**config.mk**
```make
export PLATFORM = sky130hd
export DESIGN_NAME = multicycle_ctrl
export DESIGN_NICKNAME = d
export VERILOG_FILES = /design/src/rtl/multicycle_ctrl.sv
export SDC_FILE = /design/constraint.sdc
export NUM_CORES = 1
export LEC_CHECK = 0
export CAP_MARGIN = 15
export CORE_ASPECT_RATIO = 0.8
export CORE_MARGIN = 3
export CORE_UTILIZATION = 60
export CTS_CLUSTER_DIAMETER = 30
export DETAILED_ROUTE_END_ITERATION = 6
export DONT_BUFFER_PORTS = 1
export PLACE_DENSITY = 0.78
export SLEW_MARGIN = 15
export SYNTH_ARGS = -nofsm -noshare
export SYNTH_HDL_FRONTEND = slang
export SYNTH_SLANG_ARGS = --single-unit
```
**constraint.sdc**
```tcl
create_clock -name clk -period 5.75 [get_ports clk]
set_clock_uncertainty 0.15 [all_clocks]
set_input_delay 1.725 -clock clk [delete_from_list [all_inputs] [get_ports clk]]
set_output_delay 1.725 -clock clk [all_outputs]
set_load 0.02 [all_outputs]
```
**src/rtl/multicycle_ctrl.sv**
```systemverilog
// Multi-cycle main controller: steps each instruction through IF/ID/EX/MEM/WB and
// drives the datapath control buses, write strobes and a retired-instruction counter.
module multicycle_ctrl #(
  parameter int CNT_W = 32
) (
  input  logic             clk,
  input  logic             reset,
  input  logic [5:0]       Op,
  input  logic [5:0]       Func,
  input  logic             Zero,
  output logic [2:0]       ALUSrc,
  output logic [2:0]       ExtOp,
  output logic [2:0]       ALUControl,
  output logic [2:0]       RegWrite,
  output logic [2:0]       MemWrite,
  output logic [2:0]       RegDst,
  output logic [2:0]       nPCSel,
  output logic [2:0]       RegWriteSel,
  output logic [2:0]       DataExtOp,
  output logic             ir_we,
  output logic             pc_we,
  output logic [2:0]       state,
  output logic [CNT_W-1:0] retired,
  output logic             illegal
);

  typedef enum logic [2:0] {
    S_IF  = 3'd0,
    S_ID  = 3'd1,
    S_EX  = 3'd2,
    S_MEM = 3'd3,
    S_WB  = 3'd4
  } state_t;

  typedef enum logic [3:0] {
    I_NOP, I_ADDU, I_SUBU, I_JR, I_ORI, I_LUI, I_LW, I_SW, I_BEQ, I_J, I_JAL
  } instr_t;

  state_t cur_state, next_state, last_state;
  instr_t kind;
  logic [5:0] dop, dfunc;
  logic bad;
  logic exec_phase;
  logic [2:0] d_alusrc, d_extop, d_aluctl, d_regdst, d_npcsel, d_regwritesel;

  // Zero is informational only; the NPC unit resolves beq on its own.
  logic unused_zero;
  assign unused_zero = Zero;

  always_ff @(posedge clk or negedge reset) begin
    if (!reset) begin
      cur_state <= S_IF;
    end else begin
      cur_state <= next_state;
    end
  end

  // Op/Func are latched as ID ends so the datapath may reload IR without disturbing EX..WB.
  always_ff @(posedge clk or negedge reset) begin
    if (!reset) begin
      dop   <= 6'h00;
      dfunc <= 6'h00;
    end else if (cur_state == S_ID) begin
      dop   <= Op;
      dfunc <= Func;
    end
  end

  always_ff @(posedge clk or negedge reset) begin
    if (!reset) begin
      retired <= '0;
    end else if (pc_we) begin
      retired <= retired + CNT_W'(1);
    end
  end

  // Anything outside the supported set decodes as a nop and is flagged.
  always_comb begin
    kind = I_NOP;
    bad  = 1'b0;
    case (dop)
      6'h00: begin
        case (dfunc)
          6'h21:   kind = I_ADDU;
          6'h23:   kind = I_SUBU;
          6'h08:   kind = I_JR;
          6'h00:   kind = I_NOP;
          default: bad  = 1'b1;
        endcase
      end
      6'h0d:   kind = I_ORI;
      6'h0f:   kind = I_LUI;
      6'h23:   kind = I_LW;
      6'h2b:   kind = I_SW;
      6'h04:   kind = I_BEQ;
      6'h02:   kind = I_J;
      6'h03:   kind = I_JAL;
      default: bad  = 1'b1;
    endcase
  end

  always_comb begin
    d_alusrc      = 3'd0;
    d_extop       = 3'd0;
    d_aluctl      = 3'd0;
    d_regdst      = 3'd0;
    d_npcsel      = 3'd0;
    d_regwritesel = 3'd0;
    last_state    = S_EX;
    case (kind)
      I_ADDU: begin
        d_regdst   = 3'd1;
        last_state = S_WB;
      end
      I_SUBU: begin
        d_aluctl   = 3'd1;
        d_regdst   = 3'd1;
        last_state = S_WB;
      end
      I_ORI: begin
        d_alusrc   = 3'd1;
        d_aluctl   = 3'd2;
        last_state = S_WB;
      end
      I_LUI: begin
        d_alusrc   = 3'd1;
        d_extop    = 3'd2;
        last_state = S_WB;
      end
      I_LW: begin
        d_alusrc      = 3'd1;
        d_extop       = 3'd1;
        d_regwritesel = 3'd1;
        last_state    = S_WB;
      end
      I_SW: begin
        d_alusrc   = 3'd1;
        d_extop    = 3'd1;
        last_state = S_MEM;
      end
      I_BEQ: begin
        d_aluctl = 3'd1;
        d_npcsel = 3'd1;
      end
      I_J:  d_npcsel = 3'd2;
      I_JR: d_npcsel = 3'd3;
      I_JAL: begin
        d_npcsel      = 3'd2;
        d_regdst      = 3'd2;
        d_regwritesel = 3'd2;
        last_state    = S_WB;
      end
      default: ;
    endcase
  end

  always_comb begin
    next_state = S_IF;
    case (cur_state)
      S_IF: next_state = S_ID;
      S_ID: next_state = S_EX;
      S_EX: begin
        if (last_state == S_EX)       next_state = S_IF;
        else if (last_state == S_MEM) next_state = S_MEM;
        else if (kind == I_LW)        next_state = S_MEM;
        else                          next_state = S_WB;
      end
      S_MEM: next_state = (kind == I_LW) ? S_WB : S_IF;
      S_WB:  next_state = S_IF;
      default: next_state = S_IF;
    endcase
  end

  // Every output is qualified by reset so nothing strobes while reset is held low.
  always_comb begin
    exec_phase  = reset && (cur_state == S_EX || cur_state == S_MEM || cur_state == S_WB);
    ALUSrc      = exec_phase ? d_alusrc      : 3'd0;
    ExtOp       = exec_phase ? d_extop       : 3'd0;
    ALUControl  = exec_phase ? d_aluctl      : 3'd0;
    RegDst      = exec_phase ? d_regdst      : 3'd0;
    nPCSel      = exec_phase ? d_npcsel      : 3'd0;
    RegWriteSel = exec_phase ? d_regwritesel : 3'd0;
    DataExtOp   = 3'd0;
    RegWrite    = {2'b00, reset && cur_state == S_WB};
    MemWrite    = {2'b00, reset && cur_state == S_MEM && kind == I_SW};
    ir_we       = reset && cur_state == S_IF;
    pc_we       = exec_phase && cur_state == last_state;
    illegal     = reset && cur_state == S_EX && bad;
    state       = cur_state;
  end

endmodule
```
==> results of run 1 <==
layout make-up:
class	count	area (um2)
repair buffers	2	15.01
fillers	376	1538
clock inverters	2	12.51
flip-flops and latches	47	1176
multi-input cells	209	1431
well taps	57	71.32
inverters	5	18.77
clock buffers	6	72.57
cells by family (layout without fill, tap and decap cells):
logic type	count (synthesis)	in the layout	synth area share [%]
other	1	14	0.1348
and+or+nand+nor	125	125	27.70
buffers and inverters	35	15	8.049
AOI/OAI and AO/OA	26	26	6.655
adders and majority gates	1	1	0.4496
DFF	47	47	42.27
xor gates and xnor gates	31	31	9.757
muxes	12	12	4.991
flip-flops by register name (all words and copies together), names as in the netlist:
signal   cells
retired     32
dfunc        6
dop          6
state        3
power groups by stage:
stage / Sequential, W / Clock, W / Combinational [W]
finish: 0.000536 / 0.000193 / 0.000328
global route: 0.000556 / 0.000216 / 0.000357
CTS: 0.000535 / 0.000199 / 0.000326
detailed placement: 0.000541 / 0 / 0.000325
global placement: 0.000535 / 0 / 0.000320
floorplan: 0.000474 / 0 / 0.000343
worst max-delay path by stage:
stage | from | end | slack [ns] | cells after the start
6_report | dop[0]$_DFFE_PN0P_ | pc_we | 0.76 | 5
5_1_grt | dop[0]$_DFFE_PN0P_ | pc_we | 0.64 | 5
4_1_cts | dop[0]$_DFFE_PN0P_ | pc_we | 0.76 | 5
3_5_place_dp | reset | pc_we | 0.87 | 4
3_3_place_gp | reset | pc_we | 0.87 | 4
2_1_floorplan | reset | ALUControl[1] | 1.25 | 2
per-stage QoR:
stage               power [W]  std cells
floorplan           0.0008172        291
global placement    0.0008545        320
detailed placement  0.0008659        320
CTS                  0.001060        328
global route         0.001129        328
finish               0.001057        328
routing by layer:
metal | up-vias | global-route usage, %
li1 | 951 | -
met1 | 946 | 31.03
met2 | 79 | 28.33
met3 | 6 | 6.892
met4 | 0 | 6.017
met5 | - | 0
layout by cell type (no fill, tap or decap), drive strengths merged, types with 2 or more instances in the layout:
cell type,instances
nand2,19
and3,19
clkbuf,6
and3b,2
nand4,21
nand2b,7
nand4b,2
or3,2
buf,2
nor2,10
nor3,6
inv,5
nor4,3
nor2b,2
o21ai,7
conb,14
or4,2
and4,5
nor3b,4
a21oi,8
xnor2,30
mux2,12
dfrtp,47
and2,4
nand3,11
nor4b,2
nand3b,2
==> flow_summary.yaml, run 1 <==
status:
  status: "complete, no violations"
floorplan:
  dieArea_um2: 5496
  start_util_pct: 64.18
  core_um2: 4335
  die_w_um: 82.14
  rows: 21
  die_h_um: 66.91
  io_pins: 80
clock_network:
  path_clk_slew_ns: 0.09
  h-tree-depth: 2
  cts_resized: 0
  tritoncts: "done"
  cts_hold_buf: 0
  cts_setup_buffers: 0
  cts_made_buffers: 5
  cts-root-buf: "clkbuf_8"
  clk_latency_ns: 0.29
  clk_path_buf_depth: 2
  clock-sinks: 47
timing:
  worst_pin_slew_ns: 0.9680
  holdWs_ns: 0.3719
  tns_ns: 0
  min_period_ns: 4.988
  fin_crit_sh_pct: 86.75
  rsz0062_at_grt: "no"
  relSlewSlack_pct: 35.22
  fmax_mhz: 200.5
  layout_setup_ws_ns: 0.7617
  final_max_slew_viol_count: 0
  setup_violations: 0
  hold_viol_final: 0
worst_setup_path:
  critical-path-top-delay-family: "compound AO/OA/AOI/OAI gates"
  reg2reg_depth: 7
  cp_num_buf_inv: 0
  critPathRequiredTime_ns: 3.88
  reg2reg_to: "retired[5]$_DFFE_PN0P_"
  worst-setup-path-type: "reg -> out"
  cp-start-kind: "flip-flop"
  worstPathCellList: "or4_4 > a311oi_2 > a21bo_2 > mux2_4 > o21ai_4"
  critPathMaxStageDelay_ns: 0.75
  cp.arrival_ns: 3.11
  cp_max_fo: 32
  worstReg2RegStart: "dop[0]$_DFFE_PN0P_"
  reg2reg_slack_ns: 2.25
  endpoint_kind: "primary output"
  slowest_stage: "o21ai_4"
synthesis:
  synth.top_cell.area_share_pct: 42.27
  ys_ff_latch: 47
  yosysMostFrequentCell: "dfrtp_1"
  yosys-top-cells-count: "47 x dfrtp_1, 30 x xnor2_1, 19 x and3_1, 19 x nand2_1, 16 x buf_4"
  async_flop_share_pct: 100.0
  ys.flop_type: "dfrtp_1"
  synth_top_area_cell: "dfrtp_1"
  synth_area_um2: 2783
  synth_cell_type_count: 49
  synth_area_per_cell_um2: 10.01
  synth_area_leaders: "dfrtp_1 42%, xnor2_1 9.4%, mux2_2 4.5%"
  synth-warning-count: 0
  ys_seq_area_share_pct: 42.27
  synthCells: 278
  synth-edff-count: 0
worst_hold_path:
  hold_path_class: "reg -> reg"
  hold_path.startpoint: "dfunc[2]$_DFFE_PN0P_"
  worst_hold_path.endpoint: "dfunc[2]$_DFFE_PN0P_"
  hold_path_depth: 1
power:
  powerDensity_nw_per_um2: 377.8
  switching_power_w: 0.0004289
  ir_drop_mv: 0.3020
  swShare_pct: 40.58
  combinationalPowerShare_pct: 31.0
  internal_power_w: 0.0006281
  power_frac_seq_pct: 50.7
  p_leak_nw: 1.258
  clkPwrFrac_pct: 18.2
place:
  gp_congestion: 0.8363
  hpwl_mm: 3.960
  place_ws_ns: 0.8694
  port_buffers: 0
  placed_area_um2: 2713
global_route:
  grt_overflow: 0
  grt_use_total_pct: 20.85
  antenna_found_initial: 0
  grt_max_degree: 52
  grt_pass1_vias: 1803
  grt_pass1_wl_mm: 8.756
drt:
  firstDrtPassIters: 4
  wl_met1_mm: 2.603
  drt_iter0_markers: 173
  wl_per_cell_um: 16.91
  drt-total-wl_mm: 5.545
  vias_per_cell: 6.043
  wl_met3_um: 530
  wl_met2_mm: 2.362
  ant_nets: 0
  drc_errors: 0
  dr_total_vias: 1982
  topRoutingLayerUsed: "met4"
finish:
  syn2layout_area_growth_pct: 0.5394
  drive_above_1_share_pct: 12.18
  num_antenna_cells: 0
  stdcell_area_um2: 2798
  fin_util_pct: 64.53
  fin_nets: 286
run:
  max_cap_violations: 0
(Power assumes the default switching activity.)
==> run 2: changes to the inputs <==
- ABC_AREA: not set -> 1
==> flow_summary.yaml, run 2 <==
clock_network:
  cts_setup_buffers: 0
  path_clk_slew_ns: 0.10
  clk_latency_ns: 0.32
  tritoncts: "done"
  clock-sinks: 47
  clk_path_buf_depth: 2
  cts-root-buf: "clkbuf_8"
  h-tree-depth: 2
  cts_resized: 0
  cts_made_buffers: 5
  cts_hold_buf: 0
place:
  port_buffers: 0
  place_ws_ns: 1.148
  hpwl_mm: 5.928
  gp_congestion: 0.9672
finish:
  final_common_cell: "nand2_1"
  num_antenna_cells: 0
  syn2layout_area_growth_pct: 1.361
  fillers: 449
  largest_register_ffs: 32
  drive_above_1_share_pct: 6.591
  final_cell_mix: "133 x nand2_1, 47 x nor2_1, 47 x dfrtp_1, 43 x nand4_1, 37 x inv_1"
  regMostFlops: "retired"
  fin_nets: 455
  reg_top3: "retired x32, dfunc x6, dop x6"
drt:
  dr_total_vias: 2962
  drt_iter0_markers: 221
  drc_errors: 0
  firstDrtPassIters: 5
  wl_per_cell_um: 16.00
  ant_nets: 0
  drt-total-wl_mm: 8.033
  vias_per_cell: 5.900
timing:
  rsz0062_at_grt: "no"
  setup_violations: 0
  final_max_slew_viol_count: 0
  fin_crit_sh_pct: 80.21
  min_period_ns: 4.612
  tns_ns: 0
  layout_setup_ws_ns: 1.138
  relSlewSlack_pct: 47.40
  worst_pin_slew_ns: 0.7868
  hold_viol_final: 0
  fmax_mhz: 216.8
worst_setup_path:
  cp_max_fo: 49
  critPathRequiredTime_ns: 3.88
  critPathMaxStageDelay_ns: 0.24
  slowest_stage: "a21oi_2"
  path_depth: 6
  cp_common_cell: "inv_1"
  reg2reg_depth: 16
  cp_num_buf_inv: 3
  cp-start-kind: "primary input"
  worstPathCellList: "inv_1 > o21ai_2 > inv_1 > a21oi_2 > nand3_4 > inv_1"
  endpoint_kind: "primary output"
  cp.arrival_ns: 2.74
  critical-path-top-delay-family: "compound AO/OA/AOI/OAI gates"
  worst-setup-path-type: "in -> out"
global_route:
  gr-usage-met2_pct: 36.54
  grt_use_total_pct: 26.43
  grt_pass1_wl_mm: 12.93
  antenna_found_initial: 0
  grt_overflow: 0
  top_usage_layer: "met1"
  grt_max_degree: 50
  grtUsageMet3_pct: 7.011
  use_met1_pct: 40.82
  grt_pass1_vias: 2577
synthesis:
  yosysMostFrequentCell: "nand2_1"
  synth_area_um2: 3218
  synth_top_area_cell: "dfrtp_1"
  ys.flop_type: "dfrtp_1"
  synth-edff-count: 0
  async_flop_share_pct: 100.0
  ys_ff_latch: 47
  synth.top_cell.area_share_pct: 36.55
  synth_area_per_cell_um2: 7.232
  synth_area_leaders: "dfrtp_1 37%, nand2_1 16%, nand4_1 8.4%"
  synth-warning-count: 0
  synth_cell_type_count: 29
  yosys-top-cells-count: "133 x nand2_1, 47 x dfrtp_1, 47 x nor2_1"
  ys_seq_area_share_pct: 36.55
  synthCells: 445
floorplan:
  dieArea_um2: 6284
  die_h_um: 71.51
  rows: 23
  core_um2: 5094
  start_util_pct: 63.18
  io_pins: 80
  die_w_um: 87.88
power:
  ir_drop_mv: 0.2368
  p_leak_nw: 1.664
  powerDensity_nw_per_um2: 334.5
worst_hold_path:
  hold_path_class: "reg -> reg"
  hold_path_depth: 2
run:
  max_cap_violations: 0
status:
  status: "complete, no violations"
[run 2: changes by cell type in the layout (fill, tap and decap cells not counted), moves of 6 or more]
cell,change
o21ai_0,-6
nand4_1,+28
xor2_1,+17
inv_1,+32
nand3_1,+13
mux2_2,-6
nand4_2,-6
and3_1,-17
nor3_1,+9
nand2b_1,-7
nor2_1,+37
xnor2_1,-18
nand2_1,+114
[run 2: worst paths after layout]
path	from	to	slack (ns)
worst max-delay path	reset	pc_we	1.14
worst min-delay path	dfunc[3]$_DFFE_PN0P_	dfunc[3]$_DFFE_PN0P_	0.41
worst max register to register	dop[4]$_DFFE_PN0P_	retired[25]$_DFFE_PN0P_	2.89
worst min register to register	dfunc[3]$_DFFE_PN0P_	dfunc[3]$_DFFE_PN0P_	0.41
max in group asynchronous	reset	retired[26]$_DFFE_PN0P_	4.42
min in group asynchronous	reset	retired[7]$_DFFE_PN0P_	0.94
[run 2: layer usage]
layer,share of wire [%],wire [um],vias up
li1,-,-,1425
met1,48,3845,1380
met2,42,3385,150
met3,9.0,726,7
met4,0.95,76,0
met5,0,0,-
[run 2: kinds of logic (layout without fill, tap and decap cells)]
| logic type | count (synthesis) | count (layout) | synth area share (%) |
|---|---|---|---|
| other | 1 | 14 | 0.1165 |
| muxes | 5 | 5 | 1.749 |
| adders and majority gates | 1 | 1 | 0.3887 |
| AOI/OAI and AO/OA | 16 | 16 | 2.877 |
| buffers and inverters | 66 | 48 | 10.50 |
| and+or+nand+nor | 279 | 279 | 39.66 |
| xor gates and xnor gates | 30 | 30 | 8.165 |
| DFF | 47 | 47 | 36.55 |
[run 2: area by class of cell]
cell class | count | area [um2] | area share, %
Inverter | 38 | 142.6 | 4.373
Tap cell | 62 | 77.57 | 2.378
Multi-Input combinational cell | 345 | 1753 | 53.74
Clock buffer | 5 | 68.82 | 2.110
Sequential cell | 47 | 1176 | 36.06
Clock inverter | 3 | 28.78 | 0.8822
Timing Repair Buffer | 2 | 15.01 | 0.4603
[run 2: metrics by stage]
stage | power [W] | instance area, um2 | instances | utilization, % | hold WS [ns]
after floorplan | 0.0008066 | 3267 | 458 | - | 0.3569
after global placement | 0.0008478 | 3164 | 494 | 62.12 | 0.3736
after detailed placement | 0.0008677 | 3164 | 494 | 62.12 | 0.3883
after CTS | 0.001088 | 3262 | 502 | 64.04 | 0.4049
after global routing | 0.001163 | 3262 | 502 | 64.04 | 0.4515
final | 0.001091 | 3262 | 502 | 64.04 | 0.4052
[run 2: power by group]
part	internal [W]	switching [W]	total (W)
logic	0.000106	0.000281	0.000387
registers	0.000389	0.0000930	0.000482
clock network	0.0000919	0.000130	0.000222
total	0.000587	0.000504	0.00109
[run 2: tightest hold or removal path, stage by stage (launching register included)]
cell and delay, ns:
dfrtp_1 0.39, inv_1 0.08, a21oi_1 0.06
==> run 3: changes to the inputs <==
- CORE_UTILIZATION: 60 -> 58
- clock period: 5.75 -> 3.99 ns (I/O delays scaled with it)
==> flow_summary.yaml, run 3 (synthesis gave the netlist of run 2 again) <==
floorplan:
  dieArea_um2: 6484
  die_w_um: 89.28
  start_util_pct: 62.13
  rows: 23
  io_pins: 80
  core_um2: 5180
  die_h_um: 72.63
power:
  total_power_w: 0.001614
  p_leak_nw: 1.688
  ir_drop_mv: 0.3270
  powerDensity_nw_per_um2: 487.8
clock_network:
  cts_setup_buffers: 0
  cts_made_buffers: 5
  cts_hold_buf: 0
  tritoncts: "done"
  clk_path_buf_depth: 2
  clock-sinks: 47
  cts-root-buf: "clkbuf_8"
  h-tree-depth: 2
  cts_resized: 0
  path_clk_slew_ns: 0.09
  clk_latency_ns: 0.30
drt:
  wl_per_cell_um: 15.09
  drt_iter0_markers: 254
  dr_total_vias: 2875
  firstDrtPassIters: 5
  ant_nets: 0
  vias_per_cell: 5.682
  drt-total-wl_mm: 7.634
  drc_errors: 0
global_route:
  grt_overflow: 0
  antenna_found_initial: 0
  grt_pass1_vias: 2546
  grt_use_total_pct: 24.49
  grt_max_degree: 50
  grt_pass1_wl_mm: 12.56
worst_setup_path:
  cp-start-kind: "primary input"
  critPathRequiredTime_ns: 2.64
  endpoint_kind: "primary output"
  cp_max_fo: 49
  cp.arrival_ns: 2.26
  worst-setup-path-type: "in -> out"
  worstReg2RegStart: "dop[3]$_DFFE_PN0P_"
  reg2reg_depth: 15
  reg2reg_to: "retired[26]$_DFFE_PN0P_"
  reg2reg_slack_ns: 1.63
timing:
  rsz0062_at_grt: "no"
  relSlewSlack_pct: 46.97
  fin_crit_sh_pct: 90.28
  tns_ns: 0
  setup_violations: 0
  fmax_mhz: 277.6
  hold_viol_final: 0
  min_period_ns: 3.602
  final_max_slew_viol_count: 0
  worst_pin_slew_ns: 0.7933
  layout_setup_ws_ns: 0.3878
finish:
  reg_top3: "retired x32, dfunc x6, dop x6"
  num_antenna_cells: 0
  fin_nets: 459
  final_common_cell: "nand2_1"
  syn2layout_area_growth_pct: 2.838
  fillers: 467
  largest_register_ffs: 32
  drive_above_1_share_pct: 7.432
  final_cell_mix: "133 x nand2_1, 47 x nor2_1, 47 x dfrtp_1, 43 x nand4_1, 37 x inv_1"
  regMostFlops: "retired"
  stdcell_area_um2: 3309
worst_hold_path:
  hold_path.startpoint: "dfunc[3]$_DFFE_PN0P_"
  hold_path_class: "reg -> reg"
  hold_path_depth: 2
  worst_hold_path.endpoint: "dfunc[3]$_DFFE_PN0P_"
status:
  status: "complete, no violations"
place:
  place_ws_ns: 0.4005
  hpwl_mm: 5.774
  placed_area_um2: 3194
  gp_congestion: 0.9775
  port_buffers: 0
run:
  max_cap_violations: 0
[run 3: changes by cell type in the layout (fill, tap and decap cells not counted)]
cell        before  now
inv_8            1    0
inv_6            2    1
buf_4            2    6
clkinvlp_4       0    1
bufinv_16        0    1
[run 3: final cells by class]
type                            instances  area (um2)  area share (%)
Tap cell                               62       77.57           2.344
Multi-Input combinational cell        345        1753           52.97
Clock buffer                            5       68.82           2.079
Inverter                               38       142.6           4.310
Sequential cell                        47        1176           35.54
Timing Repair Buffer                    6       45.04           1.361
Clock inverter                          3       46.29           1.399
[run 3: worst max-delay path, cell delays in order]
cell and delay (ns):
inv_1 0.07, o21ai_2 0.20, inv_1 0.15, a21oi_2 0.20, nand3_4 0.19, inv_1 0.10, buf_4 0.14
[run 3: how the worst max path moves through the flow]
stage	from	end	depth (start not counted)
after global placement	reset	pc_we	7
final	reset	pc_we	7
after CTS	dop[3]$_DFFE_PN0P_	pc_we	14
after global routing	dop[3]$_DFFE_PN0P_	pc_we	14
after detailed placement	reset	pc_we	7
after floorplan	reset	pc_we	7
[run 3: power breakdown]
group	total [W]	leakage [nW]	switching (W)	internal, W
logic	0.000565	1.01	0.000400	0.000164
registers	0.000690	0.618	0.000130	0.000560
clock network	0.000359	0.0548	0.000170	0.000189
total	0.00161	1.69	0.000701	0.000914
[run 3: layer usage]
metal | global-route usage [%] | part of all wire, % | vias to the layer above
li1 | - | - | 1426
met1 | 39.13 | 50 | 1305
met2 | 33.52 | 42 | 138
met3 | 5.530 | 8.0 | 6
met4 | 4.959 | 0.72 | 0
met5 | 0 | 0 | -
[run 3: stage by stage]
step                      std cells  util, %  hold slack (ns)
after floorplan                 458        -           0.3569
after global placement          498    61.67           0.3742
after detailed placement        498    61.67           0.3907
after CTS                       506    63.89           0.4050
after global routing            506    63.89           0.4023
final                           506    63.89           0.4028
